--- src/rtl/memory_access_unit_pkg.sv ---
// Shared opcode, funct3, error-code and state encodings for the memory stage.
package memory_access_unit_pkg;

   localparam logic [6:0] OP_LOAD  = 7'b0000011;
   localparam logic [6:0] OP_STORE = 7'b0100011;

   localparam logic [2:0] FUNC_LB  = 3'b000;
   localparam logic [2:0] FUNC_LH  = 3'b001;
   localparam logic [2:0] FUNC_LW  = 3'b010;
   localparam logic [2:0] FUNC_LBU = 3'b100;
   localparam logic [2:0] FUNC_LHU = 3'b101;
   localparam logic [2:0] FUNC_SB  = 3'b000;
   localparam logic [2:0] FUNC_SH  = 3'b001;
   localparam logic [2:0] FUNC_SW  = 3'b010;

   localparam logic [1:0] ERR_NONE     = 2'b00;
   localparam logic [1:0] ERR_MISALIGN = 2'b01;
   localparam logic [1:0] ERR_TIMEOUT  = 2'b10;
   localparam logic [1:0] ERR_ILLEGAL  = 2'b11;

   localparam logic [1:0] MEM_IDLE   = 2'd0;
   localparam logic [1:0] MEM_ACCESS = 2'd1;
   localparam logic [1:0] MEM_DONE   = 2'd2;

endpackage

--- src/rtl/memory_access_unit_load_store_align.sv ---
// Byte-lane steering: store byte enables/replicated data, load lane extraction
// with sign/zero extension, and misalign/illegal-width detection.
module load_store_align
   import memory_access_unit_pkg::*;
(
   input  logic        is_store,
   input  logic [2:0]  funct3,
   input  logic [1:0]  off,
   input  logic [31:0] val2,
   input  logic [31:0] rdata,
   output logic [3:0]  be,
   output logic [31:0] wdata,
   output logic [31:0] ld_val,
   output logic        misalign,
   output logic        illegal
);

   logic [7:0]  byte_sel;
   logic [15:0] half_sel;

   always_comb begin
      be       = 4'b0000;
      wdata    = '0;
      ld_val   = '0;
      misalign = 1'b0;
      byte_sel = rdata[{off, 3'b000} +: 8];
      half_sel = off[1] ? rdata[31:16] : rdata[15:0];

      case (funct3[1:0])
         2'b00: be = 4'b0001 << off;
         2'b01: begin
            be       = off[1] ? 4'b1100 : 4'b0011;
            misalign = off[0];
         end
         2'b10: begin
            be       = 4'b1111;
            misalign = (off != 2'b00);
         end
         default: be = 4'b0000;
      endcase

      // Stores only have three legal widths; loads additionally allow the unsigned byte/half forms.
      illegal = is_store ? (funct3 >= 3'b011)
                         : (funct3 == 3'b011 || funct3[2:1] == 2'b11);

      if (is_store) begin
         case (funct3)
            FUNC_SB: wdata = {4{val2[7:0]}};
            FUNC_SH: wdata = {2{val2[15:0]}};
            FUNC_SW: wdata = val2;
            default: wdata = '0;
         endcase
      end else begin
         case (funct3)
            FUNC_LB:  ld_val = {{24{byte_sel[7]}}, byte_sel};
            FUNC_LH:  ld_val = {{16{half_sel[15]}}, half_sel};
            FUNC_LW:  ld_val = rdata;
            FUNC_LBU: ld_val = {24'd0, byte_sel};
            FUNC_LHU: ld_val = {16'd0, half_sel};
            default:  ld_val = '0;
         endcase
      end
   end

endmodule

--- src/rtl/memory_access_unit.sv ---
// Memory stage: runs loads/stores as req/ack bus transactions and returns the
// aligned load value to writeback, stalling upstream while busy.
//
// state      | meaning
// MEM_IDLE   | waiting for start_i; decodes op, errors, bus request setup
// MEM_ACCESS | mem_req_o held; waiting for mem_ack_i or timeout
// MEM_DONE   | done_o pulse; valM_o/err_o valid
module memory_access_unit
   import memory_access_unit_pkg::*;
#(
   parameter int TIMEOUT_CYCLES = 16,
   parameter int ADDR_W         = 32
) (
   input  logic              clk_i,
   input  logic              rst_i,
   input  logic              start_i,
   input  logic [6:0]        opcode_i,
   input  logic [2:0]        funct3_i,
   input  logic [ADDR_W-1:0] valE_i,
   input  logic [ADDR_W-1:0] val2_i,
   output logic [ADDR_W-1:0] valM_o,
   output logic              done_o,
   output logic [1:0]        err_o,
   output logic              busy_o,
   output logic              mem_req_o,
   output logic              mem_we_o,
   output logic [ADDR_W-1:0] mem_addr_o,
   output logic [3:0]        mem_be_o,
   output logic [ADDR_W-1:0] mem_wdata_o,
   input  logic [ADDR_W-1:0] mem_rdata_i,
   input  logic              mem_ack_i
);

   localparam int CNT_W = (TIMEOUT_CYCLES < 2) ? 1 : $clog2(TIMEOUT_CYCLES + 1);
   localparam logic [CNT_W-1:0] CNT_LAST = CNT_W'(TIMEOUT_CYCLES - 1);

   logic [1:0]        state_q, state_d;
   logic [CNT_W-1:0]  cnt_q, cnt_d;
   logic [ADDR_W-1:0] valm_q, valm_d;
   logic [1:0]        err_q, err_d;
   logic              req_q, req_d;
   logic              we_q, we_d;
   logic [ADDR_W-1:0] addr_q, addr_d;
   logic [3:0]        be_q, be_d;
   logic [ADDR_W-1:0] wdata_q, wdata_d;
   logic [2:0]        f3_q, f3_d;
   logic [1:0]        off_q, off_d;

   logic              in_idle, is_load, is_store, al_store;
   logic [2:0]        al_f3;
   logic [1:0]        al_off;
   logic [3:0]        al_be;
   logic [ADDR_W-1:0] al_wdata, al_ld;
   logic              al_misalign, al_illegal;

   assign in_idle  = (state_q == MEM_IDLE);
   assign is_load  = (opcode_i == OP_LOAD);
   assign is_store = (opcode_i == OP_STORE);

   // Live operands set up the request; the latched copy steers the response lane.
   assign al_store = in_idle ? is_store        : we_q;
   assign al_f3    = in_idle ? funct3_i        : f3_q;
   assign al_off   = in_idle ? valE_i[1:0]     : off_q;

   load_store_align u_align (
      .is_store (al_store),
      .funct3   (al_f3),
      .off      (al_off),
      .val2     (val2_i),
      .rdata    (mem_rdata_i),
      .be       (al_be),
      .wdata    (al_wdata),
      .ld_val   (al_ld),
      .misalign (al_misalign),
      .illegal  (al_illegal)
   );

   always_comb begin
      state_d = state_q;
      cnt_d   = cnt_q;
      valm_d  = valm_q;
      err_d   = err_q;
      req_d   = req_q;
      we_d    = we_q;
      addr_d  = addr_q;
      be_d    = be_q;
      wdata_d = wdata_q;
      f3_d    = f3_q;
      off_d   = off_q;

      case (state_q)
         MEM_IDLE: begin
            if (start_i) begin
               state_d = MEM_DONE;
               valm_d  = '0;
               if (!is_load && !is_store) begin
                  err_d = ERR_NONE;
               end else if (al_illegal) begin
                  err_d = ERR_ILLEGAL;
               end else if (al_misalign) begin
                  err_d = ERR_MISALIGN;
               end else begin
                  state_d = MEM_ACCESS;
                  cnt_d   = '0;
                  req_d   = 1'b1;
                  we_d    = is_store;
                  addr_d  = {valE_i[ADDR_W-1:2], 2'b00};
                  be_d    = al_be;
                  wdata_d = al_wdata;
                  f3_d    = funct3_i;
                  off_d   = valE_i[1:0];
               end
            end
         end
         MEM_ACCESS: begin
            if (mem_ack_i) begin
               state_d = MEM_DONE;
               req_d   = 1'b0;
               cnt_d   = '0;
               err_d   = ERR_NONE;
               valm_d  = we_q ? '0 : al_ld;
            end else if (TIMEOUT_CYCLES != 0 && cnt_q == CNT_LAST) begin
               state_d = MEM_DONE;
               req_d   = 1'b0;
               cnt_d   = '0;
               err_d   = ERR_TIMEOUT;
               valm_d  = '0;
            end else begin
               cnt_d = cnt_q + CNT_W'(1);
            end
         end
         MEM_DONE: state_d = MEM_IDLE;
         default:  state_d = MEM_IDLE;
      endcase
   end

   always_ff @(posedge clk_i) begin
      if (rst_i) begin
         state_q <= MEM_IDLE;
         cnt_q   <= '0;
         valm_q  <= '0;
         err_q   <= ERR_NONE;
         req_q   <= 1'b0;
         we_q    <= 1'b0;
         addr_q  <= '0;
         be_q    <= '0;
         wdata_q <= '0;
         f3_q    <= '0;
         off_q   <= '0;
      end else begin
         state_q <= state_d;
         cnt_q   <= cnt_d;
         valm_q  <= valm_d;
         err_q   <= err_d;
         req_q   <= req_d;
         we_q    <= we_d;
         addr_q  <= addr_d;
         be_q    <= be_d;
         wdata_q <= wdata_d;
         f3_q    <= f3_d;
         off_q   <= off_d;
      end
   end

   assign valM_o      = valm_q;
   assign err_o       = err_q;
   assign done_o      = (state_q == MEM_DONE);
   assign busy_o      = !in_idle;
   assign mem_req_o   = req_q;
   assign mem_we_o    = we_q;
   assign mem_addr_o  = addr_q;
   assign mem_be_o    = be_q;
   assign mem_wdata_o = wdata_q;

endmodule

--- config.mk ---
export PLATFORM = sky130hd
export DESIGN_NAME = memory_access_unit
export DESIGN_NICKNAME = d
export VERILOG_FILES = /design/src/rtl/memory_access_unit_pkg.sv /design/src/rtl/memory_access_unit_load_store_align.sv /design/src/rtl/memory_access_unit.sv
export SDC_FILE = /design/constraint.sdc
export NUM_CORES = 1
export LEC_CHECK = 0
export ABC_AREA = 1
export CAP_MARGIN = 15
export CORE_MARGIN = 4
export CORE_UTILIZATION = 43
export DETAILED_ROUTE_END_ITERATION = 10
export PLACE_DENSITY = 0.78
export SLEW_MARGIN = 10
export SYNTH_ARGS = -nofsm -noshare
export SYNTH_HDL_FRONTEND = slang
export SYNTH_HIERARCHICAL = 1
export SYNTH_SLANG_ARGS = --single-unit
--- constraint.sdc ---
create_clock -name clk_i -period 3.6 [get_ports clk_i]
set_clock_uncertainty 0.05 [all_clocks]
set_input_delay 0.72 -clock clk_i [delete_from_list [all_inputs] [get_ports clk_i]]
set_output_delay 0.72 -clock clk_i [all_outputs]
set_load 0.05 [all_outputs]
==> metrics.md <==
| Metric | Value |
|---|---|
| Clock power frac | `approximately half` |
| Post-synthesis compound-gate area fraction | `a little under an eighth` |
| Final setup viols | `0` |
| HP Class | `reg -> reg` |
| Post-synthesis cell type count | `32` |
| Ys flop type | `dfxtp_1` |
| Total power | `between 0.003 and 0.004 W` |
| Total routed wirelength | `between 15000 and 20000 um` |
| Mux cell area share after synthesis | `0%` |
| Max Freq | `between 300 and 400 MHz` |
| DRC errors left | `0` |
| PwrDens | `between 300 and 400 nW/um^2` |
| Synth Area in Simple Gates | `35.8%` |
| Nets@finish | `about 1400` |
| Vias post-DR | `6734` |
| Share of layout cells above drive strength 1 | `under 10%` |
| Placer Congestion | `between 0.9 and 1` |
| Mean number of vias per cell | `~4.7` |
| Critical path, cell by cell | `inv_1, nand2_1, inv_1, o21ai_0, nand3_1, o21ai_0, o31ai_1, nor2_1, nand2_1, nor3_2, nand2_4, buf_12, nand2_1, nand2_1, nor2_1` |
| Highest Signal Layer | `met4` |
| Setup TNS | `0 ns` |
| Multi-input gate area | `about 3100 um^2` |
| WS Path Type | `reg -> reg` |
| Mapped cell area | `between 6000 and 7000 um^2` |
| Core area | `around 14000 um^2` |
| P_leak | `4.48 nW` |
| Layout area overhead | `45.5%` |
| DR WL met2 | `8900 um` |
| Synth Area in XOR/XNOR | `less than 1%` |
| Largest family of logic cells by synthesized area | `simple AND/OR/NAND/NOR gates` |
| Maximum net fanout on the critical path | `between 50 and 60` |
| Status | `complete, no violations` |
| Sw power | `between 0.0009 and 0.001 W` |
| CP Capture Type | `register` |
| Share of the synthesized area in the top cell type | `around 36%` |
| Post-DP HPWL | `roughly 13000 um` |
| Share of power burned in registers | `between 30% and 40%` |
| Post-synth EDFFs | `0` |
| Iter 0 DRT Violations | `491` |
| Fillers | `~1300` |
| Drt pass-1 iters | `5` |
| Synthesized area per cell | `roughly 6 um^2` |
| Initial antenna violation count | `0` |
| First-pass GRT wire length | `about 30000 um` |
| Crit-path max cell delay | `between 0.7 and 0.8 ns` |
| Clock transition at path regs | `around 0.060 ns` |
| Pins over their slew limit | `0` |
| Post-place instance area | `between 8000 and 9000 um^2` |
| Internal power | `between 0.002 and 0.003 W` |
| Wire length on met1 | `about 8000 um` |
| Critical path launch point type | `register` |
| Post-Syn Instances | `approximately 1000` |
| Yosys warnings | `6` |
| # diodes | `0` |
| Post-cts resize count | `0` |
| Non-Filler Instances | `about 1400` |
| Synth Area in Adders | `1.20%` |
| Met3 wire length | `1910 um` |
| Final Hold Fails | `0` |
| IO Port Bufs | `between 200 and 250` |
| Row cnt | `43` |
| Final instance area | `9130 um^2` |
| Period utilization | `between 80% and 90%` |
| Die height | `roughly 130 um` |
| Maximum VDD drop | `297 uV` |
| Worst-Skew Late Latency | `slightly above 0.4 ns` |
| Register area | `between 2000 and 2500 um^2` |
| CTS H-tree lvls | `4` |
| CTS Buffer Depth | `2` |
| Gr usage total | `around 23%` |
| Switching part of the total | `between 20% and 30%` |
| Die Wd | `~130 um` |
| Post-route ant nets | `0` |
| Vias in the first global route | `between 6000 and 7000` |
| Yosys top cell by area | `dfxtp_1` |
| RSZ-0062 raised after global routing | `no` |
| Sink Count | `approximately 110` |
| Actual slew at the worst max-slew pin | `0.867 ns` |
| CTS root buffer | `clkbuf_16` |
| Slowest CP cell | `o21ai_0` |
| FFs w/ async S/R, synth | `0%` |
| Flops & latches, synth | `around 110` |
| Sequential share of the synthesized area | `between 30% and 40%` |
| Largest net degree at the start of global routing | `56` |
| Slew HR | `41.6%` |
| WP data required | `around 3.9 ns` |
| IO Count | `216` |
| Comb pwr share | `around 14%` |
| Global route overflow | `0` |
| Post-cts hold buffer count | `0` |
| Num CTS Buffers | `17` |
| Post-CTS Repair Setup Buffers | `0` |
| Initial Util | `44.5%` |
| Die area | `about 17000 um^2` |
| Max-cap viol count | `0` |
| WL per Instance | `roughly 13 um` |
| Tmin final | `approximately 3.2 ns` |
| Crit path arrival time | `between 3 and 4 ns` |
| Top post-synthesis cells by area | `dfxtp_1 36%, nand2_1 19%, nor2_1 13%` |
| CTS tree | `yes` |
| Cells after DPL | `1398` |
| CP dominant cell by count | `nand2_1` |
==> metal layers <==
layer / track usage [%] / vias to the layer above
met5: 0 / -
met1: 28.2 / 2970
met2: 37.0 / 235
met4: 5.93 / 0
li1: - / 3514
met3: 8.39 / 15
==> worst max-delay path: cells and delay by family (launching register included) <==
family,cells,cell delay (ns)
and+or+nand+nor,9,1.17
AOI/OAI and AO/OA,3,0.96
DFF,1,0.41
buffers and inverters,3,0.45
==> stage by stage <==
| stage | utilization, % | hold WS, ns | worst slack [ns] |
|---|---|---|---|
| global route | 64.7 | 0.425 | 0.119 |
| CTS | 64.7 | 0.412 | 0.401 |
| detailed placement | 60.4 | 0.395 | 0.244 |
| global placement | 60.4 | 0.394 | 0.346 |
| floorplan | - | 0.408 | 0.506 |
| finish | 64.7 | 0.408 | 0.446 |
==> final timing paths <==
check	slack [ns]	startpoint	depth (start not counted)	end
max	0.45	state_q[0]$_SDFFE_PP0P_	15	mem_wdata_o[6]$_SDFFE_PP0P_
min	0.41	valM_o[12]$_SDFFE_PP0P_	2	valM_o[12]$_SDFFE_PP0P_
max reg2reg	0.45	state_q[0]$_SDFFE_PP0P_	15	mem_wdata_o[6]$_SDFFE_PP0P_
min reg2reg	0.41	valM_o[12]$_SDFFE_PP0P_	2	valM_o[12]$_SDFFE_PP0P_
==> cells in the final DEF (no fill, tap or decap), types with 4 or more instances in the layout <==
cell type,netlist,final
clkdlybuf4s50_1,0,213
ha_1,6,6
nand2_1,314,314
inv_1,157,156
inv_2,4,5
dfxtp_1,114,114
a32oi_1,8,8
clkbuf_16,0,17
buf_12,0,4
a31oi_1,4,4
buf_4,3,12
a21oi_1,92,92
o21ai_0,17,16
o211ai_1,7,7
nand3_1,20,20
clkinv_4,0,4
nor2_1,222,222
==> cells in the mapped netlist (all sizes together) (2+ instances only) <==
cell type and n:
o21ai 20, buf 30, inv 161, dfxtp 114, a31oi 4, ha 6, nand3 21, clkbuf 23
a32oi 8, o211ai 7, xor2 2, nor3 3, a21oi 92, nand2 319, nor2 227
==> area by class of cell <==
cell class	count	area share (%)
Timing Repair Buffer	229	25.2
Clock buffer	17	4.66
Clock inverter	15	1.99
Sequential cell	114	25.0
Inverter	161	6.62
Tap cell	180	2.47
Multi-Input combinational cell	714	34.0
==> power groups by stage <==
stage | logic [W] | clock network (W) | registers [W]
global route | 0.000542 | 0.00182 | 0.00127
floorplan | 0.000263 | 0 | 0.00132
finish | 0.000497 | 0.00173 | 0.00127
CTS | 0.000494 | 0.00176 | 0.00127
detailed placement | 0.000489 | 0 | 0.00130
global placement | 0.000487 | 0 | 0.00130
==> sequential cells by signal (all words and copies together) (netlist names) <==
register / flops
cnt_q: 5
state_q: 2
off_q: 2
valM_o: 32
f3_q: 3
mem_wdata_o: 32
mem_req_o: 1
mem_be_o: 4
err_o: 2
mem_we_o: 1
mem_addr_o: 30
==> cells by family after synthesis <==
kind of cell | after synthesis
other | 1
flip-flops | 114
buffers and inverters | 214
adder cells (fa/ha/maj) | 6
AO/OA/AOI/OAI | 132
XOR/XNOR | 2
AND/OR/NAND/NOR | 572
No activity file was read; power rests on OpenSTA's default activity.
